$ cat config.mk
export PLATFORM = sky130hd
export DESIGN_NAME = agu_ctrl
export DESIGN_NICKNAME = d
export VERILOG_FILES = /design/src/rtl/agu_pkg.sv /design/src/rtl/agu_ctrl.sv
export SDC_FILE = /design/constraint.sdc
export NUM_CORES = 1
export LEC_CHECK = 0
export ABC_AREA = 0
export BUFFER_PORTS_ARGS = -buffer_cell sky130_fd_sc_hd__buf_2
export CORE_MARGIN = 3
export CORE_UTILIZATION = 49
export CTS_CLUSTER_DIAMETER = 120
export DETAILED_ROUTE_END_ITERATION = 8
export PLACE_DENSITY = 0.85
export SYNTH_ARGS = -nofsm -noshare
export SYNTH_HDL_FRONTEND = slang
export SYNTH_SLANG_ARGS = --single-unit
$ cat constraint.sdc
create_clock -name clk -period 4.4 [get_ports clk]
set_input_delay 0.88 -clock clk [delete_from_list [all_inputs] [get_ports clk]]
set_output_delay 0.88 -clock clk [all_outputs]
set_load 0.03 [all_outputs]
$ cat src/rtl/agu_pkg.sv
// -----------------------------------------------------------------------------
// agu_pkg
// Shared definitions for the address generation unit and its job sequencer.
//   - Width defaults shared with the AGU (address/jump width, length width)
//   - Total step-count width default used by agu_ctrl
//   - Sequencer state encoding
// -----------------------------------------------------------------------------
package agu_pkg;

    localparam int BWADDR_DEF   = 21;
    localparam int BWLENGTH_DEF = 8;
    localparam int BWCOUNT_DEF  = 24;

    typedef enum logic [1:0] {
        S_IDLE = 2'd0,
        S_LOAD = 2'd1,
        S_RUN  = 2'd2,
        S_DONE = 2'd3
    } agu_state_e;

endpackage

$ cat src/rtl/agu_ctrl.sv
// -----------------------------------------------------------------------------
// agu_ctrl
// Job sequencer sitting directly upstream of the AGU. Accepts one loop
// descriptor over a valid/ready handshake, clears the AGU for one cycle, then
// issues cmd_cnt step pulses, pausing while the memory side stalls. Flags the
// final step (last) and pulses done when the job finishes.
//
// Optional feature (macro AGU_CTRL_ABORT_EN): adds an abort input that kills
// a job in LOAD or RUN, clears the AGU that same cycle and returns to IDLE
// without a done pulse.
//
// Ports
//   clk, clr              clock; synchronous active-high reset
//   cmd_vld / cmd_rdy     descriptor handshake (accept = cmd_vld & cmd_rdy)
//   cmd_l0..l3, j0..j4    descriptor lengths / jumps
//   cmd_cnt               total number of steps to issue
//   stall                 memory side cannot take an address this cycle
//   abort                 job abort (only with AGU_CTRL_ABORT_EN)
//   agu_clr, agu_step     AGU control pulses
//   agu_l0..l3, j0..j4    latched descriptor fields to the AGU
//   last                  high together with the final agu_step
//   busy                  job in progress
//   done                  one-cycle completion pulse
// -----------------------------------------------------------------------------
module agu_ctrl
    import agu_pkg::*;
#(
    parameter int BWADDR   = BWADDR_DEF,
    parameter int BWLENGTH = BWLENGTH_DEF,
    parameter int BWCOUNT  = BWCOUNT_DEF
) (
    input  logic                clk,
    input  logic                clr,
    input  logic                cmd_vld,
    output logic                cmd_rdy,
    input  logic [BWLENGTH-1:0] cmd_l0,
    input  logic [BWLENGTH-1:0] cmd_l1,
    input  logic [BWLENGTH-1:0] cmd_l2,
    input  logic [BWLENGTH-1:0] cmd_l3,
    input  logic [BWADDR-1:0]   cmd_j0,
    input  logic [BWADDR-1:0]   cmd_j1,
    input  logic [BWADDR-1:0]   cmd_j2,
    input  logic [BWADDR-1:0]   cmd_j3,
    input  logic [BWADDR-1:0]   cmd_j4,
    input  logic [BWCOUNT-1:0]  cmd_cnt,
    input  logic                stall,
`ifdef AGU_CTRL_ABORT_EN
    input  logic                abort,
`endif
    output logic                agu_clr,
    output logic                agu_step,
    output logic [BWLENGTH-1:0] agu_l0,
    output logic [BWLENGTH-1:0] agu_l1,
    output logic [BWLENGTH-1:0] agu_l2,
    output logic [BWLENGTH-1:0] agu_l3,
    output logic [BWADDR-1:0]   agu_j0,
    output logic [BWADDR-1:0]   agu_j1,
    output logic [BWADDR-1:0]   agu_j2,
    output logic [BWADDR-1:0]   agu_j3,
    output logic [BWADDR-1:0]   agu_j4,
    output logic                last,
    output logic                busy,
    output logic                done
);

    agu_state_e         state, state_nxt;
    logic [BWCOUNT-1:0] remaining;
    logic               accept;
    logic               abort_act;

`ifdef AGU_CTRL_ABORT_EN
    assign abort_act = abort;
`else
    assign abort_act = 1'b0;
`endif

    // Handshake and status are decoded from state only.
    assign cmd_rdy = (state == S_IDLE);
    assign busy    = (state != S_IDLE);
    assign done    = (state == S_DONE);
    assign accept  = cmd_vld & cmd_rdy;

    // NOTE: every signal driven here gets a default first, so no path through
    // the case statement can leave it unassigned and infer a latch.
    always_comb begin
        state_nxt = state;
        agu_step  = 1'b0;
        agu_clr   = clr;     // AGU is cleared alongside our own reset
        last      = 1'b0;
        unique case (state)
            S_IDLE: begin
                if (accept) state_nxt = S_LOAD;
            end
            S_LOAD: begin
                agu_clr = 1'b1;
                if (abort_act)            state_nxt = S_IDLE;
                else if (remaining == '0) state_nxt = S_DONE;
                else                      state_nxt = S_RUN;
            end
            S_RUN: begin
                if (abort_act) begin
                    agu_clr   = 1'b1;
                    state_nxt = S_IDLE;
                end else begin
                    // stall has zero-latency effect on the step pulse.
                    agu_step = ~stall;
                    if (agu_step && remaining == BWCOUNT'(1)) begin
                        last      = 1'b1;
                        state_nxt = S_DONE;
                    end
                end
            end
            S_DONE: begin
                state_nxt = S_IDLE;
            end
            default: state_nxt = S_IDLE;
        endcase
    end

    // NOTE: sequential state uses non-blocking assignments so every register
    // samples the pre-edge values regardless of statement order.
    always_ff @(posedge clk) begin
        if (clr) begin
            state     <= S_IDLE;
            remaining <= '0;
            agu_l0    <= '0;
            agu_l1    <= '0;
            agu_l2    <= '0;
            agu_l3    <= '0;
            agu_j0    <= '0;
            agu_j1    <= '0;
            agu_j2    <= '0;
            agu_j3    <= '0;
            agu_j4    <= '0;
        end else begin
            state <= state_nxt;
            if (accept) begin
                // Descriptor is held from here until the next accept.
                remaining <= cmd_cnt;
                agu_l0    <= cmd_l0;
                agu_l1    <= cmd_l1;
                agu_l2    <= cmd_l2;
                agu_l3    <= cmd_l3;
                agu_j0    <= cmd_j0;
                agu_j1    <= cmd_j1;
                agu_j2    <= cmd_j2;
                agu_j3    <= cmd_j3;
                agu_j4    <= cmd_j4;
            end else if (agu_step) begin
                remaining <= remaining - BWCOUNT'(1);
            end
        end
    end

endmodule

==> summary.txt <==
Floorplan
  – Die width: 119 µm
  – Die ar.: between 10000 and 15000 µm²
  – Core Rows: 40
  – Core footprint: approximately 12000 µm²
  – Die H: ~120 µm
  – Number of placed I/O pins: 308
  – Initial core utilization: about half

Synth
  – Synth area leader: dfxtp_1
  – FF+latch count, synth: approximately 160
  – Count leader, synth: nand2_1
  – Yosys top cell area share: 52.0%
  – Syn Area/Cell: approximately 7.9 µm²
  – Post-synth top cells: nand2_1 (283), dfxtp_1 (163), a21oi_1 (139)
  – EDFF count, synth: 0
  – Ys Warns: 0
  – Async S/R FF share, synth: 0%
  – Synthesized Nets: 971
  – Synth unique cells: 37
  – Synth Instances: roughly 800
  – Top FF cell, synth: dfxtp_1
  – Post-synthesis cell area: 6280 µm²
  – Sequential share of the synthesized area: roughly half
  – Ranking of synthesized cells by area: dfxtp_1 (52%), nand2_1 (17%), a21oi_1 (11%), clkbuf_1 (3.5%), nor2_1 (1.9%)

CTS
  – Post-cts hold buffer count: 0
  – Skew-Pair Late Insertion Delay: 0.42 ns
  – Max clock buf depth: 2
  – Number of buffers created by CTS: 17
  – Post-CTS setup buffer count: 0
  – H-tree depth: 4
  – Cts repair resizes: 0
  – Clock sink total: 163
  – Root Buffer: clkbuf_16
  – Clk pin slew, worst setup/hold paths: around 0.06 ns
  – CTS tree: done

Global routing
  – Largest net degree at the start of global routing: 92
  – Congestion Overflow GR: 0
  – Initial antenna violation count: 1
  – GRT Overall Usage: 25.3%
  – Vias in the first global route: 5973
  – Global-route wire length before repair: 28.8 mm

Timing
  – Slew margin rel.: approximately 34%
  – Slew Viols, Final: 0
  – Finish-stage setup viols: 0
  – Final worst-path cycle share: a little over four fifths
  – Final Hold Viols: 0
  – WHS: 0.450 ns
  – RSZ-0062 raised after global routing: no
  – Worst Tran Pin Value: 0.986 ns
  – Min Clock Period, post-route: about 3.7 ns
  – Setup TNS: 0 ns
  – Final worst setup slack: 0.729 ns
  – Setup Skew: between 0.007 and 0.008 ns
  – Achievable Freq: 272 MHz

Cells and area
  – Final core utilization: 69.2%
  – Cell area after layout: 8480 µm²
  – Final Instance Count excl. Fillers: 1253
  – Nets@finish: 1243
  – Share of post-route cells with drive strength above 1: 32.5%
  – Area delta synth->final: 35.2%

Detailed routing
  – Final WL: 18.8 mm
  – Vias: 6464
  – Vias per cell: 5.16
  – DR DRC count: 0
  – DRT Pass-1 Iters: 5
  – WL/cell: 15.0 µm
  – Antenna viol nets, final: 0
  – Drt first-iter violations: 442

Worst setup path
  – CP max-delay cell: or4_1
  – CP Launch Type: flop
  – Slowest stage delay, CP: 0.83 ns
  – Top cell by count, worst path: or4_1
  – Crit-path max FO: 19
  – Crit end category: output pin
  – Worst setup path class: flop to output pin
  – Worst path arrival time: 2.79 ns
  – Crit-path cells: or4_1, or4_1, nor3_1, buf_2
  – R2R depth: 4
  – Worst Path Required: 3.52 ns

Place
  – Port Buffer Count: roughly 300
  – Placed Area: ~8000 µm²
  – GPL Wtd Cong: 0.886
  – DP Worst Slack: 1.20 ns
  – Placed insts: between 1000 and 1500
  – Post-DP HPWL: 13.1 mm

Power
  – Power consumption: 5.53 mW
  – Peak supply drop: roughly 0.38 mV
  – Pwr/cell area: 652 nW/µm²
  – Static Leakage: 3.89 nW

Run
  – MaxCap Viol Count: 0

Hold path
  – HP Class: flop to flop
  – Hold path cells: 2

Status
  – Status: finished clean
-- layer usage --
| metal | vias to the layer above | share of wire, % | global-route usage, % |
|---|---|---|---|
| met1 | 2932 | 38 | 28.8 |
| met3 | 46 | 8.6 | 9.31 |
| met5 | - | 0 | 0 |
| met2 | 274 | 50 | 43.2 |
| met4 | 0 | 3.2 | 9.63 |
| li1 | 3212 | - | - |
-- worst max-delay path, delay by kind of cell (launching register included) --
family,cells,cell delay (ns)
buffers and inverters,1,0.24
AND/OR/NAND/NOR,3,1.79
flip-flops,1,0.34
-- flip-flops by register name, indices dropped and copies added (netlist names) --
name       count
state          2
agu_l3         8
remaining     24
agu_l1         8
agu_j0        21
agu_j4        21
agu_j3        21
agu_j1        21
agu_l2         8
agu_l0         8
agu_j2        21
-- where the power goes --
part           total (mW)  switching, mW  internal (mW)
Sequential           1.98          0.191           1.79
Combinational        2.04           1.44          0.603
Clock                1.52          0.592          0.926
-- layout make-up --
cell class / count / area (µm²)
clock inverter: 11 / 153
inverter: 6 / 22.5
antenna: 1 / 2.50
tap: 168 / 210
sequential: 163 / 3260
multi-input combinational: 569 / 2770
fill: 1025 / 3780
timing repair buffer: 314 / 1600
clock buffer: 21 / 460
-- cell families after synthesis --
group | share of synthesized area, %
flip-flops | 52.0
XOR/XNOR | 1.54
adder cells (fa/ha/maj) | 1.40
buffers and inverters | 4.05
AO/OA/AOI/OAI | 16.4
AND/OR/NAND/NOR | 24.5
multiplexers | 0.159
-- layout by cell type (no fill, tap or decap), types with 2 or more instances in the layout --
| master | count |
|---|---|
| a31oi_1 | 2 |
| nor4_1 | 6 |
| a311oi_1 | 11 |
| clkinvlp_4 | 5 |
| clkbuf_16 | 17 |
| clkbuf_8 | 2 |
| buf_4 | 7 |
| nor2b_1 | 3 |
| clkbuf_1 | 2 |
| ha_1 | 7 |
| or4_1 | 10 |
| nand2_1 | 282 |
| nor4b_1 | 2 |
| inv_1 | 6 |
| nand4_1 | 3 |
| or2_2 | 6 |
| o31a_1 | 3 |
| o31ai_1 | 7 |
| o21ai_0 | 3 |
| nand2b_1 | 2 |
| nor2_1 | 31 |
| nor3_1 | 5 |
| buf_2 | 306 |
| xor2_1 | 6 |
| a21oi_1 | 139 |
| or3_1 | 7 |
| xnor2_1 | 5 |
| nand3_1 | 4 |
| dfxtp_1 | 163 |
| bufinv_16 | 3 |
| a211oi_1 | 14 |
-- worst paths after layout --
check / from / endpoint / slack (ns)
setup / recovery: remaining[8]$_SDFFE_PP0P_ / last / 0.73
hold / removal: agu_j4[15]$_SDFFE_PP0P_ / agu_j4[15]$_SDFFE_PP0P_ / 0.45
setup reg to reg: remaining[8]$_SDFFE_PP0P_ / remaining[16]$_SDFFE_PP0P_ / 1.59
hold reg to reg: agu_j4[15]$_SDFFE_PP0P_ / agu_j4[15]$_SDFFE_PP0P_ / 0.45
Power figures use the tool's default switching activity.
